## src/rtl/seq_array_divider.sv

```systemverilog
// Sequential restoring divider: 2*DW-bit dividend by DW-bit divisor, one quotient bit per clock.
// Inverse of the array multiplier; start/busy/done handshake with held results.
module seq_array_divider #(
    parameter int DW = 4
) (
    input  logic            clk,
    input  logic            rst,
    input  logic            start,
    input  logic [2*DW-1:0] dividend,
    input  logic [DW-1:0]   divisor,
    output logic            busy,
    output logic            done,
    output logic [2*DW-1:0] quotient,
    output logic [DW-1:0]   remainder,
    output logic            div_by_zero
);
    localparam int QW = 2 * DW;
    localparam int CW = $clog2(QW);

    typedef enum logic [1:0] {IDLE, CALC, ZERO, DONE} state_t;

    state_t        state;
    logic [QW-1:0] dvd;
    logic [DW-1:0] dvs;
    logic [DW:0]   part;
    logic [CW-1:0] cnt;
    logic [DW:0]   shifted;
    logic [DW:0]   trial;
    logic          qbit;
    logic [DW:0]   part_next;

    // Partial remainder stays below the divisor, so bit DW of the trial is its sign.
    always_comb begin
        shifted   = {part[DW-1:0], dvd[QW-1]};
        trial     = shifted - {1'b0, dvs};
        qbit      = ~trial[DW];
        part_next = qbit ? trial : shifted;
    end

    always_ff @(posedge clk) begin
        if (rst) begin
            state       <= IDLE;
            dvd         <= '0;
            dvs         <= '0;
            part        <= '0;
            cnt         <= '0;
            busy        <= 1'b0;
            done        <= 1'b0;
            quotient    <= '0;
            remainder   <= '0;
            div_by_zero <= 1'b0;
        end else begin
            case (state)
                IDLE, DONE: begin
                    done <= 1'b0;
                    if (start) begin
                        dvd         <= dividend;
                        dvs         <= divisor;
                        part        <= '0;
                        cnt         <= '0;
                        div_by_zero <= 1'b0;
                        busy        <= 1'b1;
                        state       <= (divisor == '0) ? ZERO : CALC;
                    end else begin
                        state <= IDLE;
                    end
                end
                CALC: begin
                    // Quotient bits shift into the vacated low end of the dividend register.
                    part <= part_next;
                    dvd  <= {dvd[QW-2:0], qbit};
                    cnt  <= cnt + CW'(1);
                    if (cnt == CW'(QW - 1)) begin
                        quotient  <= {dvd[QW-2:0], qbit};
                        remainder <= part_next[DW-1:0];
                        busy      <= 1'b0;
                        done      <= 1'b1;
                        state     <= DONE;
                    end
                end
                ZERO: begin
                    quotient    <= '1;
                    remainder   <= '0;
                    div_by_zero <= 1'b1;
                    busy        <= 1'b0;
                    done        <= 1'b1;
                    state       <= DONE;
                end
                default: state <= IDLE;
            endcase
        end
    end
endmodule

```

## config.mk

```make
export PLATFORM = sky130hd
export DESIGN_NAME = seq_array_divider
export DESIGN_NICKNAME = d
export VERILOG_FILES = /design/src/rtl/seq_array_divider.sv
export SDC_FILE = /design/constraint.sdc
export NUM_CORES = 1
export LEC_CHECK = 0
export BUFFER_PORTS_ARGS = -buffer_cell sky130_fd_sc_hd__buf_4
export CAP_MARGIN = 20
export CORE_MARGIN = 3
export CORE_UTILIZATION = 35
export CTS_CLUSTER_DIAMETER = 60
export DETAILED_ROUTE_END_ITERATION = 7
export PLACE_DENSITY_LB_ADDON = 0.12
export SLEW_MARGIN = 20
export SYNTH_ARGS = -nofsm -noshare
export SYNTH_HDL_FRONTEND = slang
export SYNTH_SLANG_ARGS = --single-unit
```

## constraint.sdc

```tcl
create_clock -name clk -period 2.5 [get_ports clk]
set_clock_uncertainty 0.2 [all_clocks]
set_input_delay 0.25 -clock clk [delete_from_list [all_inputs] [get_ports clk]]
set_output_delay 0.25 -clock clk [all_outputs]
set_load 0.1 [all_outputs]
```

==> impl_metrics.json, run 1 <==
{
  "die_x_microns": 76.4,
  "detail_route.iter0.violations": 76,
  "synth-compound-area-share_pct": 20.4,
  "crit_fanout": 4,
  "finalCritPeriodShare_pct": 95.6,
  "wl_met1_microns": 1870,
  "grt_pass1_wl_microns": 7060,
  "cts_num_sinks": 36,
  "cts_tree": "built",
  "ir_worst_vdd_v": 0.000659,
  "setup_viol_count_final": 0,
  "wl_per_cell_microns": 14.2,
  "rsz0062_at_grt": "no",
  "grt_overflow": 0,
  "placed_cells": 279,
  "routed_wl_microns": 4080,
  "rows": 24,
  "dr_wl_met3_microns": 210,
  "leakage_nw": 0.848,
  "ys_ff_latch": 36,
  "ios": 30,
  "drive_gt1_share_pct": 25.1,
  "final_nets": 246,
  "cts_root_buffer": "clkbuf_8",
  "syn_area_per_cell_sq_um": 9.07,
  "crit_type": "reg2reg",
  "die_h_microns": 76.4,
  "synth_area_leaders": "dfxtp_1, nor2_1, ha_1, mux2i_1, a211oi_1",
  "initial_core_util_pct": 38.0,
  "clk_pin_slew_worst_paths_ps": 80,
  "worst_setup_path_end_kind": "flip-flop",
  "grt_max_degree": 43,
  "hold_violations": 0,
  "clockBufferDepth": 2,
  "yosysWarnings": 0,
  "yosysTopAreaCell": "dfxtp_1",
  "power_density_nw_per_um2": 1480,
  "antenna_found_initial": 0,
  "synth_top_area_share_pct": 41.6,
  "worstSkewPairLatency_ps": 290,
  "wl_met2_microns": 1920,
  "routabilityCongestion": 0.782,
  "critPathRequiredTime_ps": 2510,
  "synth_nets": 215,
  "diodes": 0,
  "via_per_inst": 5.08,
  "start_kind": "flip-flop",
  "crit_family": "adder cells",
  "areaGrowthSynthToFinish_pct": 23.5,
  "maxCapViolCount": 0,
  "synthAdderAreaFrac_pct": 6.93,
  "synth.distinct_cells": 38,
  "grtUsageTotal_pct": 15.1,
  "setup_tns_ps": 0,
  "synth_simple_gate_area_share_pct": 17.1,
  "final_cell_mix": "buf_4, dfxtp_1, nor2_1",
  "crit_path_top_delay_cell": "fa_2",
  "dieArea_sq_um": 5830,
  "io_buffers": 29,
  "drc": 0,
  "drv_slew": 0,
  "synthXorXnorAreaFrac_pct": 1.95,
  "max_freq_ghz": 0.419,
  "syn_inst": 191,
  "h-tree-depth": 2,
  "cp_cell_sequence": "inv_1, ha_2, fa_2, nand2b_2, a21oi_4, xnor2_4, mux2_4, o32ai_2",
  "hpwl_microns": 2880,
  "cp_num_buf_inv": 1,
  "status": "finished clean",
  "cpPeakStageDelay_ps": 340,
  "grt_pass1_vias": 1437,
  "cts_buffers": 5,
  "core_area_sq_um": 4560,
  "cp.arrival_ps": 2400,
  "synth-seq-area-share_pct": 41.6,
  "relSlewSlack_pct": 69.6,
  "stdcell_count": 288,
  "syn-cell-area_sq_um": 1730,
  "synthMuxAreaShare_pct": 7.00,
  "ant_nets": 0,
  "finalCriticalPeriod_ps": 2390,
  "synth_top_family_by_area": "compound AO/OA/AOI/OAI gates",
  "vias": 1463,
  "mostFrequentLayoutCell": "buf_4",
  "drtPass1Iterations": 4,
  "top_layer": "met4",
  "worst_pin_slew_ps": 452,
  "hold_class": "in2reg",
  "cts_hold_buffers": 0
}
-- worst register-to-register path, delay by kind of cell, from the launching register on --
kind | cells | cell delay [ps]
simple gates | 1 | 200
mux | 1 | 340
fa+ha+maj | 2 | 530
buf+inv | 1 | 50
xor+xnor | 1 | 170
compound gates | 2 | 490
flops | 1 | 320
-- routing by layer --
metal / up-vias / global-route usage [%]
li1: 739 / -
met1: 678 / 18.9
met2: 38 / 24.0
met3: 8 / 5.44
met4: 0 / 4.89
met5: - / 0
-- flip-flops by register name, indices dropped and copies added (netlist names) --
name / flops
busy: 1
cnt: 3
div_by_zero: 1
done: 1
dvd: 8
dvs: 4
part: 4
quotient: 8
remainder: 4
state: 2
-- power by group --
part           switching, mW  leakage [nW]  total [mW]  internal [mW]
Combinational           1.25         0.505        1.88          0.626
Clock                  0.215        0.0479       0.409          0.194
Sequential             0.122         0.295       0.883          0.761
-- metrics by stage --
stage,setup slack [ps],util (%),instance area [sq um],power [mW],hold slack (ps)
floorplan,112,-,1730,2.29,197
finish,111,46.9,2140,3.17,37.3
detailed placement,51.7,44.4,2030,2.71,262
CTS,36.1,46.3,2110,3.13,28.8
global route,1.36,46.9,2140,3.40,45.0
global placement,120,44.4,2030,2.68,250
-- Yosys cell counts (all sizes together) --
library cell / instances
o32ai: 4
a31oi: 1
nand2b: 10
ha: 8
o21ai: 3
dfxtp: 36
a221oi: 1
or3: 2
xnor2: 1
o31ai: 1
nand3: 5
mux2i: 8
o21a: 1
a21oi: 11
nor4: 2
nor3: 3
o32a: 1
inv: 10
mux2: 3
nand2: 11
nor2b: 1
clkbuf: 7
or4: 1
a22oi: 3
fa: 1
buf: 5
a32oi: 1
nor2: 28
a211oi: 9
a311oi: 2
and2: 1
o22ai: 8
xor2: 2
-- cell families after synthesis --
logic type               count (synthesis)
AO/OA/AOI/OAI                           46
XOR/XNOR                                 3
adder cells (fa/ha/maj)                  9
buffers and inverters                   22
flip-flops                              36
multiplexers                            11
AND/OR/NAND/NOR                         64
-- area by class of cell --
cell class                      count  area, sq um
Fill cell                         462         2420
Multi-Input combinational cell    133          941
Sequential cell                    36          722
Timing Repair Buffer               36          270
Tap cell                           65         81.3
Clock buffer                        5         68.8
Inverter                           10         37.5
Clock inverter                      3         18.8
-- timing repair --
item,in CTS,in global routing
endpoints found under the setup margin,0,7
resized for setup,0,4
buffers inserted,0,1
-- final timing paths --
path	startpoint	end	slack [ps]	cells after the start
min	divisor[3]	dvs[3]	40	3
max reg2reg	dvd[7]	remainder[0]	110	8
min reg2reg	dvs[2]	dvs[2]	270	2
max	dvd[7]	remainder[0]	110	8
Power figures use the tool's default switching activity.
==> inputs of run 2 (changes only) <==
- clock period: 2.5 -> 2.2 ns (I/O delays scaled with it)
==> run 2 against run 1 <==
The run now ends with setup timing left. Die area did not move. Sequential cell count did not move. Sequential power rose by 14%. Final area rose by 3.3%. Clock-buffer cell count did not move. Clock power rose by 16%. Largest power group unchanged.
==> impl_metrics.json, run 2 (same netlist as run 1, synthesis figures left out) <==
{
  "cts_root_buffer": "clkbuf_8",
  "dpl_worst_slack_ps": -67.6,
  "maxCapViolCount": 0,
  "status": "finished, violations left",
  "vias": 1479,
  "final_nets": 250,
  "leakage_nw": 0.867,
  "p_comb_share_pct": 60.1,
  "grt_overflow": 0,
  "finalCriticalPeriod_ps": 2210,
  "cts_buffers": 5,
  "setup_viol_count_final": 1,
  "worst_pin_slew_ps": 468,
  "drv_slew": 0,
  "ant_nets": 0,
  "grt_pass1_wl_microns": 7200,
  "crit_path_top_delay_cell": "dfxtp_2",
  "intPower_mw": 1.87,
  "io_buffers": 29,
  "cp.arrival_ps": 2210,
  "relSlewSlack_pct": 68.8,
  "rows": 24,
  "grt_max_degree": 43,
  "routabilityCongestion": 0.788,
  "hpwl_microns": 3080,
  "final_cell_mix": "buf_4, dfxtp_1, nor2_1",
  "cts_num_sinks": 36,
  "crit_family": "adder cells",
  "clockBufferDepth": 2,
  "diodes": 0,
  "worstRegToRegCells": 8,
  "largestRegisters": "dvd x8, quotient x8",
  "die_h_microns": 76.4,
  "hold_violations": 0,
  "dieArea_sq_um": 5830,
  "areaGrowthSynthToFinish_pct": 27.5,
  "via_per_inst": 5.07,
  "h-tree-depth": 2,
  "seq_power_share_pct": 27.1,
  "min_path_cells": 3,
  "worst_hold_slack_ps": 20.0,
  "routed_wl_microns": 4260,
  "worst-r2r-setup-slack_ps": -8,
  "worstSetupPathDepth": 8,
  "cp_num_buf_inv": 1,
  "setup_ws_ps": -8.45,
  "ir_worst_vdd_v": 0.000763,
  "wl_per_cell_microns": 14.6,
  "failed_checks": "setup timing",
  "power_switching_mw": 1.85,
  "start_kind": "flip-flop",
  "power_density_nw_per_um2": 1680,
  "worst_setup_path_end_kind": "flip-flop",
  "core_area_sq_um": 4560,
  "die_x_microns": 76.4,
  "max_freq_ghz": 0.453,
  "cpPeakStageDelay_ps": 340,
  "worstSkewPairLatency_ps": 290,
  "drtPass1Iterations": 4,
  "cp_cell_sequence": "inv_2, ha_4, fa_2, nand2b_4, a21oi_4, xnor2_4, mux2_4, o32ai_2",
  "initial_core_util_pct": 38.0,
  "detail_route.iter0.violations": 72,
  "clk_pin_slew_worst_paths_ps": 80,
  "crit_type": "reg2reg",
  "critPathRequiredTime_ps": 2200,
  "crit_fanout": 3,
  "antenna_found_initial": 0,
  "ios": 30,
  "grt_pass1_vias": 1560,
  "drc": 0,
  "grtUsageTotal_pct": 15.5,
  "mostFrequentLayoutCell": "buf_4",
  "rsz0062_at_grt": "yes",
  "finalCritPeriodShare_pct": 100,
  "swShare_pct": 49.8,
  "cts_tree": "built",
  "drive_gt1_share_pct": 28.2,
  "hold_class": "in2reg",
  "p_clk_share_pct": 12.8
}
## run 2: layout make-up
type,count,area (sq um)
Fill cell,466,2350
Multi-Input combinational cell,133,970
Sequential cell,36,722
Timing Repair Buffer,40,307
Tap cell,65,81.3
Clock buffer,5,68.8
Inverter,10,37.5
Clock inverter,3,23.8
## run 2: repair_timing
item / 4_1_cts / 5_1_grt
setup buffers: 0 / 1
resized for setup: 1 / 4
endpoints found under the setup margin: 7 / 9
hold endpoints to repair: 1 / 0
pin swaps: 4 / 3
hold buffers: 1 / 0
## run 2: per-stage QoR
stage / TNS, ps / instance area, sq um / cells / util, % / total power [mW]
after global placement: 0 / 2080 / 282 / 45.6 / 3.18
after floorplan: -172 / 1770 / 191 / - / 2.67
after CTS: -36.0 / 2190 / 291 / 47.9 / 3.73
after global routing: -489 / 2210 / 292 / 48.4 / 3.99
after detailed placement: -261 / 2080 / 282 / 45.6 / 3.23
final: -8.45 / 2210 / 292 / 48.4 / 3.72
## run 2: worst paths after layout
path,from,end
max,dvd[7],remainder[0]
min reg2reg,dvs[2],dvs[2]
max reg2reg,dvd[7],remainder[0]
min,divisor[1],dvs[1]
## run 2: per-layer routing
layer	GRT usage (%)	part of all wire (%)
met5	0	0
met4	5.62	2.1
met2	27.2	48
met1	17.8	45
met3	4.49	4.2
## run 2: worst reg2reg max path, delay by kind of cell (launching register included)
family	cells	cell delay [ps]
adders and majority gates	2	500
xor gates and xnor gates	1	170
muxes	1	340
DFF	1	340
buffers and inverters	1	50
and+or+nand+nor	1	150
AOI/OAI and AO/OA	2	380
## run 2: power groups by stage
stage	Clock [mW]	Sequential, mW	Combinational [mW]
3_3_place_gp	0	1.02	2.17
3_5_place_dp	0	1.03	2.20
5_1_grt	0.515	1.04	2.43
4_1_cts	0.497	1.01	2.22
2_1_floorplan	0	1.57	1.11
6_report	0.476	1.01	2.24
